**src/rtl/object_mover.sv**
```systemverilog
// Moves an (x, y) sprite position inside an inclusive box: manual steering or autonomous bounce.
// Latency: Direction is registered (1 cycle) before use; position/Edge update on the edge where Tick=1.
// Backpressure: none; free-running, Recenter/Reset restart the tick interval.
//
// Ports:
//   Clock, Reset (sync, active-high), Direction[3:0] = {Right, Left, Down, Up} held buttons,
//   Mode (0 manual, 1 bounce), Recenter (return to INIT position),
//   x_pos/y_pos registered position, Edge[3:0] = {Right, Left, Bottom, Top} one-cycle contact pulses,
//   Tick high during the cycle whose rising edge applies a movement step.
module object_mover #(
    parameter int unsigned W        = 10,
    parameter int unsigned X_MIN    = 146,
    parameter int unsigned X_MAX    = 781,
    parameter int unsigned Y_MIN    = 37,
    parameter int unsigned Y_MAX    = 513,
    parameter int unsigned X_INIT   = 400,
    parameter int unsigned Y_INIT   = 262,
    parameter int unsigned STEP     = 1,
    parameter int unsigned TICK_DIV = 1
) (
    input  logic         Clock,
    input  logic         Reset,
    input  logic [3:0]   Direction,
    input  logic         Mode,
    input  logic         Recenter,
    output logic [W-1:0] x_pos,
    output logic [W-1:0] y_pos,
    output logic [3:0]   Edge,
    output logic         Tick
);

    localparam int unsigned CW = (TICK_DIV > 1) ? $clog2(TICK_DIV) : 1;
    localparam logic [CW-1:0] CNT_LAST = CW'(TICK_DIV - 1);

    // W+1-bit copies so bound comparisons never wrap.
    localparam logic [W:0] X_MIN_E = (W+1)'(X_MIN);
    localparam logic [W:0] X_MAX_E = (W+1)'(X_MAX);
    localparam logic [W:0] Y_MIN_E = (W+1)'(Y_MIN);
    localparam logic [W:0] Y_MAX_E = (W+1)'(Y_MAX);
    localparam logic [W:0] STEP_E  = (W+1)'(STEP);

    localparam logic [W-1:0] X_MIN_V  = W'(X_MIN);
    localparam logic [W-1:0] X_MAX_V  = W'(X_MAX);
    localparam logic [W-1:0] Y_MIN_V  = W'(Y_MIN);
    localparam logic [W-1:0] Y_MAX_V  = W'(Y_MAX);
    localparam logic [W-1:0] X_INIT_V = W'(X_INIT);
    localparam logic [W-1:0] Y_INIT_V = W'(Y_INIT);
    localparam logic [W-1:0] STEP_V   = W'(STEP);

    logic [W-1:0]  x_q, x_d, y_q, y_d;
    logic          vx_q, vx_d, vy_q, vy_d;      // 1 = moving right / down
    logic [3:0]    dir_q, dir_d;
    logic [3:0]    edge_q, edge_d;
    logic [CW-1:0] cnt_q, cnt_d;

    logic go_up, go_dn, go_lt, go_rt;
    logic [W:0] x_ext, y_ext;

    assign Tick  = (cnt_q == CNT_LAST);
    assign x_ext = {1'b0, x_q};
    assign y_ext = {1'b0, y_q};

    // Opposing buttons cancel; bounce mode follows the velocity bits instead.
    assign go_up = Mode ? ~vy_q : (dir_q[0] & ~dir_q[1]);
    assign go_dn = Mode ?  vy_q : (dir_q[1] & ~dir_q[0]);
    assign go_lt = Mode ? ~vx_q : (dir_q[2] & ~dir_q[3]);
    assign go_rt = Mode ?  vx_q : (dir_q[3] & ~dir_q[2]);

    // A step whose result lies on a bound (exact landing or clamp) counts as a
    // contact: the Edge bit pulses and, in bounce mode, that axis reflects.
    always_comb begin
        x_d    = x_q;
        y_d    = y_q;
        vx_d   = vx_q;
        vy_d   = vy_q;
        cnt_d  = cnt_q;
        dir_d  = Direction;
        edge_d = '0;
        if (Recenter) begin
            x_d   = X_INIT_V;
            y_d   = Y_INIT_V;
            vx_d  = 1'b1;
            vy_d  = 1'b1;
            cnt_d = '0;
        end else begin
            cnt_d = Tick ? '0 : cnt_q + 1'b1;
            if (Tick) begin
                if (go_up) begin
                    if (y_ext <= Y_MIN_E + STEP_E) begin
                        y_d       = Y_MIN_V;
                        edge_d[0] = 1'b1;
                        if (Mode) vy_d = 1'b1;
                    end else begin
                        y_d = y_q - STEP_V;
                    end
                end else if (go_dn) begin
                    if (y_ext + STEP_E >= Y_MAX_E) begin
                        y_d       = Y_MAX_V;
                        edge_d[1] = 1'b1;
                        if (Mode) vy_d = 1'b0;
                    end else begin
                        y_d = y_q + STEP_V;
                    end
                end
                if (go_lt) begin
                    if (x_ext <= X_MIN_E + STEP_E) begin
                        x_d       = X_MIN_V;
                        edge_d[2] = 1'b1;
                        if (Mode) vx_d = 1'b1;
                    end else begin
                        x_d = x_q - STEP_V;
                    end
                end else if (go_rt) begin
                    if (x_ext + STEP_E >= X_MAX_E) begin
                        x_d       = X_MAX_V;
                        edge_d[3] = 1'b1;
                        if (Mode) vx_d = 1'b0;
                    end else begin
                        x_d = x_q + STEP_V;
                    end
                end
            end
        end
    end

    always_ff @(posedge Clock) begin
        if (Reset) begin
            x_q    <= X_INIT_V;
            y_q    <= Y_INIT_V;
            vx_q   <= 1'b1;
            vy_q   <= 1'b1;
            dir_q  <= '0;
            edge_q <= '0;
            cnt_q  <= '0;
        end else begin
            x_q    <= x_d;
            y_q    <= y_d;
            vx_q   <= vx_d;
            vy_q   <= vy_d;
            dir_q  <= dir_d;
            edge_q <= edge_d;
            cnt_q  <= cnt_d;
        end
    end

    assign x_pos = x_q;
    assign y_pos = y_q;
    assign Edge  = edge_q;

endmodule

```
**config.mk**
```make
export PLATFORM = sky130hd
export DESIGN_NAME = object_mover
export DESIGN_NICKNAME = d
export VERILOG_FILES = /design/src/rtl/object_mover.sv
export SDC_FILE = /design/constraint.sdc
export NUM_CORES = 1
export LEC_CHECK = 0
export CAP_MARGIN = 20
export CORE_MARGIN = 5
export CORE_UTILIZATION = 35
export CTS_CLUSTER_SIZE = 8
export DETAILED_ROUTE_END_ITERATION = 8
export DONT_BUFFER_PORTS = 1
export PLACE_DENSITY = 0.47
export SLEW_MARGIN = 40
export SYNTH_ARGS = -nofsm -noshare
export SYNTH_HDL_FRONTEND = slang
export SYNTH_SLANG_ARGS = --single-unit
```
**constraint.sdc**
```tcl
create_clock -name Clock -period 2.5 [get_ports Clock]
set_input_delay 0.5 -clock Clock [delete_from_list [all_inputs] [get_ports Clock]]
set_output_delay 0.5 -clock Clock [all_outputs]
set_load 0.03 [all_outputs]
```
==> impl_metrics.py, run 1 <==
metrics = {
    "placement": {
        "placed_area_sq_um": 2733,
        "dp_cells": 430,
        "dp_slack_ps": 215.6,
        "dp_hpwl_um": 5498,
        "port_buffers": 0,
        "place.gp.congestion": 0.8406,
    },
    "global_route": {
        "grt_busiest_layer": "met2",
        "grt_max_degree": 20,
        "grt_pass1_wl_um": 12140,
        "met1_usage_pct": 22.14,
        "grt_antenna_before_repair": 0,
        "grt_usage_pct": 17.31,
        "grt_remaining_overflow": 0,
        "gr-usage-met2_pct": 28.23,
        "use_met3_pct": 4.103,
        "grt_pass1_vias": 2392,
    },
    "hold_path": {
        "hold-path-endpoint": "dir_q[1]",
        "min-delay-path-class": "in -> reg",
        "hold_path.startpoint": "Reset",
        "whs_path_depth": 1,
    },
    "worst_setup_path": {
        "ff2ff_setup_slack_ps": 200,
        "critPathMaxFanout": 5,
        "required_ps": 2670,
        "endpoint_kind": "register",
        "worstRegToRegCells": 7,
        "crit_arrival_ps": 2470,
        "crit_type": "reg -> reg",
        "r2r_start": "x_pos[0]",
        "start_kind": "register",
        "r2r-end": "x_pos[3]",
    },
    "yosys": {
        "synth_top_area_share_pct": 25.50,
        "ys_warn_count": 0,
        "synth_area_sq_um": 2434,
        "synth_fp_nets": 335,
        "yosys_register_bits": 31,
        "yosysTopAreaCell": "dfxtp_1",
        "synth_edf_count": 0,
        "synth_area_per_cell_sq_um": 7.558,
        "ys.flop_type": "dfxtp_1",
        "synth_async_sr_flop_share_pct": 0,
        "synth_cell_type_count": 71,
        "synth_area_leaders": "dfxtp_1 (26%), o21ai_0 (5.6%), nand2_1 (4.3%), a21oi_1 (3.9%), nor2_1 (3.5%)",
        "synth-seq-area-share_pct": 25.50,
        "synthCells": 322,
    },
    "pwr": {
        "p_int_mw": 0.7612,
        "ir_drop_mv": 0.2024,
        "design_power_total_mw": 1.086,
        "combinationalPowerShare_pct": 16.2,
        "p_leak_nw": 0.9875,
        "p_clk_share_pct": 36.1,
        "power.switching_mw": 0.3250,
        "power.density_nw_per_um2": 385.5,
        "swShare_pct": 29.92,
        "pwr-share-seq_pct": 47.7,
    },
    "floorplan": {
        "dieArea_sq_um": 8721,
        "rows": 30,
        "start_util_pct": 35.82,
        "pin_count": 33,
        "fp.coreArea_sq_um": 6794,
        "die_h_um": 93.39,
        "die_w_um": 93.39,
    },
    "cts": {
        "clk_pin_slew_ps": 70,
        "clockRootBuffer": "clkbuf_8",
        "cts_hold_buf": 0,
        "cts_tree": "done",
        "cts_max_level": 2,
        "cts_made_buffers": 5,
        "worstSkewPairLatency_ps": 280,
        "cts_setup_buffers": 0,
        "cts_resized": 0,
        "ctsLongestPathBuffers": 2,
        "cts.sinks": 31,
    },
    "timing": {
        "period_minus_slack_ps": 2297,
        "fin_ws_ps": 203.5,
        "max_freq_ghz": 0.4354,
        "worstMarginPinSlew_ps": 781.8,
        "drv_slew": 0,
        "slew_headroom_pct": 47.53,
        "setup_tns_ps": 0,
        "hold_violations": 0,
        "finalClockSkew_ps": 7.397,
        "fin_crit_sh_pct": 91.86,
        "rsz0062_at_grt": "no",
        "whs_ps": 275.7,
        "setup_viol": 0,
    },
    "layout": {
        "areaGrowthSynthToFinish_pct": 15.78,
        "drive_above_1_share_pct": 18.13,
        "fin_util_pct": 41.47,
        "diodes": 0,
        "fin_nets": 354,
        "nFillCells": 720,
        "design_area_sq_um": 2818,
        "fin_cells": 438,
    },
    "routing": {
        "drc": 0,
        "vias_per_cell": 5.845,
        "drtIter0Drc": 85,
        "via_count": 2560,
        "ant_nets": 0,
        "drtPass1Iterations": 5,
        "wl_per_cell_um": 16.82,
        "finalWirelength_um": 7369,
    },
    "status": {
        "outcome": "finished, final reports clean",
    },
    "job": {
        "cap_viol_max_count": 0,
    },
}
-- cells in the mapped netlist (5+ instances only) --
master	n
a21oi_1	19
buf_2	9
clkbuf_1	17
dfxtp_1	31
ha_1	5
inv_1	6
nand2_1	28
nand3_1	14
nor2_1	23
nor2b_1	5
nor3_1	13
o21ai_0	27
o21ai_1	5
o31ai_1	5
or3_1	7
xor2_1	6
-- worst max path at each step --
stage	cells past startpoint	to	start	slack, ps
final	7	x_pos[3]	x_pos[0]	200
after global routing	7	y_pos[8]	y_pos[1]	30
after CTS	7	y_pos[0]	y_pos[1]	200
after detailed placement	7	y_pos[0]	y_pos[1]	220
after global placement	7	x_pos[3]	x_pos[0]	260
after floorplan	7	x_pos[3]	x_pos[0]	50
-- layout by cell type (no fill, tap or decap), drive strengths merged, types with 7 or more instances in the layout --
| cell | instances |
|---|---|
| nand2 | 30 |
| dfxtp | 31 |
| or3 | 7 |
| a21oi | 19 |
| nand3 | 14 |
| nor3 | 13 |
| nor2 | 23 |
| buf | 39 |
| inv | 7 |
| o21ai | 32 |
-- power groups by stage --
stage	Clock, mW	Sequential, mW	Combinational, mW
2_1_floorplan	0	0.537	0.112
3_3_place_gp	0	0.529	0.176
3_5_place_dp	0	0.529	0.176
4_1_cts	0.410	0.518	0.176
5_1_grt	0.435	0.519	0.192
6_report	0.392	0.518	0.176
-- critical path: stages, from the launching register on --
cell and delay, ps:
dfxtp_1 390, inv_2 80, ha_1 340, o311a_1 300, or4_4 490, a2bb2oi_4 190
o22ai_2 140, o221a_1 250
-- layout make-up --
| class | count | area, sq um | share of cell area (%) |
|---|---|---|---|
| clock buffers | 6 | 72.57 | 2.575 |
| clock inverters | 2 | 12.51 | 0.4441 |
| inverters | 7 | 26.28 | 0.9325 |
| multi-input cells | 257 | 1673 | 59.37 |
| flip-flops and latches | 31 | 620.6 | 22.02 |
| well taps | 96 | 120.1 | 4.263 |
| repair buffers | 39 | 292.8 | 10.39 |
-- state kept, by name (all words and copies together), names as in the netlist --
signal and flops:
Edge 4, cnt_q 1, x_pos 10, vy_q 1
dir_q 4, y_pos 10, vx_q 1
-- cell families after synthesis --
family	count (synthesis)	synth area share [%]
AND/OR/NAND/NOR	129	29.31
AO/OA/AOI/OAI	110	32.13
buffers and inverters	34	5.758
flip-flops	31	25.50
XOR/XNOR	9	3.239
adder cells (fa/ha/maj)	5	2.571
multiplexers	3	1.337
other	1	0.1541
-- metal layers --
layer,wire (um),vias to the layer above,share of wire [%]
met1,3316,1199,45
met2,3477,88,47
met4,141,0,1.9
li1,-,1261,-
met5,0,-,0
met3,432,12,5.9
(Power assumes the default switching activity.)
==> run 2, diff against run 1 <==
==> constraint.sdc (replaced) <==
create_clock -name Clock -period 2.5 [get_ports Clock]
set_input_delay 0.75 -clock Clock [delete_from_list [all_inputs] [get_ports Clock]]
set_output_delay 0.75 -clock Clock [all_outputs]
set_load 0.03 [all_outputs]
==> impl_metrics.py, run 2 (synthesized netlist as in run 1, its figures left out) <==
metrics = {
    "worst_setup_path": {
        "r2r-end": "x_pos[3]",
        "start_kind": "register",
        "cp-startpoint": "x_pos[0]",
        "required_ps": 2680,
        "critPathMaxFanout": 8,
        "cpPeakStageDelay_ps": 410,
        "slowest_stage": "or4_1",
        "r2r_start": "x_pos[0]",
        "path_cells": "buf_4 > ha_1 > and3_1 > or4_1 > o21ai_0 > a2bb2oi_4 > o22ai_2 > o221a_1",
        "endpoint_kind": "register",
        "crit_arrival_ps": 2430,
        "ff2ff_setup_slack_ps": 240,
        "crit_type": "reg -> reg",
        "worstRegToRegCells": 8,
    },
    "timing": {
        "max_freq_ghz": 0.4432,
        "drv_slew": 0,
        "finalClockSkew_ps": 8.470,
        "rsz0062_at_grt": "no",
        "setup_viol": 0,
        "setup_tns_ps": 0,
        "worstMarginPinSlew_ps": 540.9,
        "hold_violations": 0,
        "fin_crit_sh_pct": 90.25,
        "slew_headroom_pct": 63.92,
        "period_minus_slack_ps": 2256,
    },
    "placement": {
        "port_buffers": 0,
        "dp_hpwl_um": 5376,
        "placed_area_sq_um": 2755,
        "dp_cells": 433,
        "place.gp.congestion": 0.9233,
    },
    "routing": {
        "drtPass1Iterations": 4,
        "ant_nets": 0,
        "drtIter0Drc": 101,
        "via_count": 2554,
        "drc": 0,
        "vias_per_cell": 5.791,
        "finalWirelength_um": 7300,
        "wl_per_cell_um": 16.55,
    },
    "cts": {
        "cts_tree": "done",
        "cts_max_level": 2,
        "clk_pin_slew_ps": 70,
        "cts_hold_buf": 0,
        "cts_setup_buffers": 0,
        "cts.sinks": 31,
        "ctsLongestPathBuffers": 2,
        "clockRootBuffer": "clkbuf_8",
        "cts_made_buffers": 5,
        "cts_resized": 0,
        "worstSkewPairLatency_ps": 290,
    },
    "layout": {
        "diodes": 0,
        "fin_nets": 357,
        "drive_above_1_share_pct": 19.13,
        "design_area_sq_um": 2868,
        "layout_commonest_cell": "buf_4",
        "areaGrowthSynthToFinish_pct": 17.84,
        "fin_cells": 441,
        "mostFrequentLayoutCells": "buf_4 (42), dfxtp_1 (31), nand2_1 (28)",
    },
    "global_route": {
        "grt_pass1_vias": 2385,
        "grt_pass1_wl_um": 12050,
        "grt_remaining_overflow": 0,
        "grt_usage_pct": 17.09,
        "grt_antenna_before_repair": 0,
        "grt_max_degree": 20,
    },
    "hold_path": {
        "hold-path-endpoint": "vx_q",
        "whs_path_depth": 1,
        "hold_path.startpoint": "vx_q",
        "min-delay-path-class": "reg -> reg",
    },
    "job": {
        "cap_viol_max_count": 0,
    },
    "pwr": {
        "p_int_mw": 0.8658,
        "power.density_nw_per_um2": 419.7,
        "power.switching_mw": 0.3378,
        "pwr-share-seq_pct": 43.1,
        "ir_drop_mv": 0.2306,
        "p_leak_nw": 1.020,
        "p_clk_share_pct": 42.2,
        "swShare_pct": 28.07,
        "combinationalPowerShare_pct": 14.7,
    },
    "floorplan": {
        "rows": 30,
        "fp.coreArea_sq_um": 6794,
        "start_util_pct": 35.82,
        "die_w_um": 93.39,
        "dieArea_sq_um": 8721,
        "die_h_um": 93.39,
        "pin_count": 33,
    },
    "status": {
        "outcome": "finished, final reports clean",
    },
}
run 2: cell types whose count changed in the layout (fill, tap and decap cells not counted), sizes merged:
cell	delta
clkbuf	-1
clkinv	+1
buf	+3
bufinv	+1
clkinvlp	-1
run 2: power groups by stage:
stage	sequential (mW)	combinational [mW]	clock, mW
floorplan	0.537	0.112	0
global placement	0.531	0.176	0
detailed placement	0.531	0.177	0
CTS	0.519	0.177	0.522
global route	0.521	0.196	0.543
finish	0.519	0.177	0.508
run 2: worst max-delay path: cells and delay by family (launching register included):
family | cells | cell delay [ps]
adders and majority gates | 1 | 230
DFF | 1 | 320
AOI/OAI and AO/OA | 4 | 750
and+or+nand+nor | 2 | 690
buffers and inverters | 1 | 160
run 2: per-layer routing:
metal  vias up  wire length (um)  GRT usage (%)
met5         -                 0              0
met4         0               121          6.105
met3        11               382          2.896
met2        62              3464          28.83
met1      1215              3333          21.79
li1       1266                 -              -
run 2: per-stage QoR:
stage / util, % / hold slack, ps / setup slack, ps / power (mW)
6_report: 42.21 / 497.3 / 243.9 / 1.204
5_1_grt: 42.21 / 508.8 / 89.39 / 1.260
4_1_cts: 42.21 / 495.4 / 226.7 / 1.218
3_5_place_dp: 40.55 / 476.1 / 121.4 / 0.7071
3_3_place_gp: 40.55 / 476.2 / 143.4 / 0.7071
2_1_floorplan: - / 448.5 / 54.05 / 0.6489
run 2: layout make-up:
class | count | area (sq um)
Fill cell | 708 | 3926
Multi-Input combinational cell | 257 | 1673
Sequential cell | 31 | 620.6
Timing Repair Buffer | 42 | 315.3
Tap cell | 96 | 120.1
Clock buffer | 5 | 68.82
Clock inverter | 3 | 43.79
Inverter | 7 | 26.28
run 2: worst max-delay path by stage:
stage                     to  slack, ps  depth (start not counted)
floorplan           x_pos[3]         50                          7
global placement    x_pos[6]        140                          6
detailed placement  x_pos[6]        120                          6
CTS                 x_pos[3]        230                          8
global route        x_pos[3]         90                          8
finish              x_pos[3]        240                          8
==> run 3, diff against run 2 <==
--- a/config.mk
+++ b/config.mk
@@ -6,7 +6,7 @@
 export NUM_CORES = 1
 export LEC_CHECK = 0
 export CAP_MARGIN = 20
-export CORE_MARGIN = 5
+export CORE_MARGIN = 2
 export CORE_UTILIZATION = 35
 export CTS_CLUSTER_SIZE = 8
 export DETAILED_ROUTE_END_ITERATION = 8
==> impl_metrics.py, run 3 (synthesized netlist as in run 1, its figures left out) <==
metrics = {
    "status": {
        "outcome": "finished, final reports clean",
    },
    "placement": {
        "dp_hpwl_um": 5433,
        "place.gp.congestion": 0.8524,
        "placed_area_sq_um": 2743,
        "dp_slack_ps": 123.1,
        "port_buffers": 0,
        "dp_cells": 418,
    },
    "timing": {
        "setup_tns_ps": 0,
        "whs_ps": 497.8,
        "finalClockSkew_ps": 8.234,
        "max_freq_ghz": 0.4393,
        "fin_crit_sh_pct": 91.05,
        "drv_slew": 0,
        "setup_viol": 0,
        "hold_violations": 0,
        "fin_ws_ps": 223.8,
        "rsz0062_at_grt": "no",
        "period_minus_slack_ps": 2276,
    },
    "cts": {
        "clk_pin_slew_ps": 70,
        "cts_setup_buffers": 0,
        "cts_tree": "done",
        "cts_max_level": 2,
        "cts_hold_buf": 0,
        "cts_resized": 0,
        "cts.sinks": 31,
        "clockRootBuffer": "clkbuf_8",
        "worstSkewPairLatency_ps": 300,
        "cts_made_buffers": 5,
        "ctsLongestPathBuffers": 2,
    },
    "pwr": {
        "pwr-share-seq_pct": 39.8,
        "p_int_mw": 0.9675,
        "p_leak_nw": 1.033,
        "power.density_nw_per_um2": 454.7,
        "swShare_pct": 25.99,
        "p_clk_share_pct": 46.6,
        "power.switching_mw": 0.3397,
        "combinationalPowerShare_pct": 13.6,
        "ir_drop_mv": 0.2113,
    },
    "layout": {
        "fin_nets": 358,
        "design_area_sq_um": 2875,
        "fin_cells": 426,
        "diodes": 0,
        "nFillCells": 697,
        "mostFrequentLayoutCells": "buf_4 (43), dfxtp_1 (31), nand2_1 (28)",
        "drive_above_1_share_pct": 19.08,
        "layout_commonest_cell": "buf_4",
        "areaGrowthSynthToFinish_pct": 18.15,
    },
    "routing": {
        "ant_nets": 0,
        "drtPass1Iterations": 4,
        "wl_met1_um": 3411,
        "finalWirelength_um": 7486,
        "wl_per_cell_um": 17.57,
        "drc": 0,
        "drtIter0Drc": 144,
        "wl_met3_um": 283,
        "dr_wl_met2_um": 3663,
        "vias_per_cell": 6.059,
        "top_layer": "met4",
        "via_count": 2581,
    },
    "global_route": {
        "grt_remaining_overflow": 0,
        "grt_max_degree": 20,
        "grt_pass1_vias": 2447,
        "grt_antenna_before_repair": 0,
        "grt_pass1_wl_um": 12420,
        "grt_usage_pct": 20.62,
    },
    "worst_setup_path": {
        "start_kind": "register",
        "crit_arrival_ps": 2460,
        "endpoint_kind": "register",
        "path_buf_inv": 1,
        "required_ps": 2680,
        "crit_type": "reg -> reg",
        "cpPeakStageDelay_ps": 490,
        "path_cells": "inv_2 > ha_1 > o311a_1 > or4_4 > a2bb2oi_4 > o22ai_2 > o221a_1",
        "slowest_stage": "or4_4",
        "critPathMaxFanout": 5,
        "path_delay_family": "compound AO/OA/AOI/OAI gates",
    },
    "hold_path": {
        "min-delay-path-class": "reg -> reg",
    },
    "floorplan": {
        "die_w_um": 87.39,
        "pin_count": 33,
        "dieArea_sq_um": 7636,
        "fp.coreArea_sq_um": 6756,
        "rows": 30,
        "die_h_um": 87.39,
        "start_util_pct": 36.02,
    },
    "job": {
        "cap_viol_max_count": 0,
    },
}
-- run 3: power groups by stage --
stage	registers, mW	logic [mW]	clock network, mW
floorplan	0.537	0.112	0
global placement	0.531	0.177	0
detailed placement	0.531	0.177	0
CTS	0.520	0.178	0.617
global route	0.522	0.194	0.643
finish	0.520	0.178	0.609
-- run 3: final cells by class --
type                       count  area, sq um  share of cell area [%]
tap                           80        100.1                   3.481
inverter                       7        26.28                  0.9138
clock buffer                   6        72.57                   2.524
clock inverter                 2        60.06                   2.089
multi-input combinational    257         1673                   58.18
timing repair buffer          43        322.8                   11.23
sequential                    31        620.6                   21.58
-- run 3: worst reg2reg max path, delay by kind of cell, from the launching register on --
family | cells | cell delay (ps)
AO/OA/AOI/OAI | 4 | 880
adder cells (fa/ha/maj) | 1 | 340
flip-flops | 1 | 380
AND/OR/NAND/NOR | 1 | 490
buffers and inverters | 1 | 70
-- run 3: worst paths after layout --
kind,startpoint,endpoint,cells past startpoint,slack [ps]
setup reg to reg,x_pos[0],x_pos[3],7,220
setup / recovery,x_pos[0],x_pos[3],7,220
hold reg to reg,vx_q,vx_q,1,500
hold / removal,vx_q,vx_q,1,500
-- run 3: per-stage QoR --
stage | util [%] | total power [mW]
floorplan | - | 0.6489
global placement | 40.59 | 0.7081
detailed placement | 40.59 | 0.7084
CTS | 42.56 | 1.315
global route | 42.56 | 1.359
finish | 42.56 | 1.307
-- run 3: layer usage --
layer	GRT usage, %	vias to the layer above
li1	-	1275
met1	27.25	1231
met2	33.82	65
met3	3.507	10
met4	6.993	0
met5	0	-
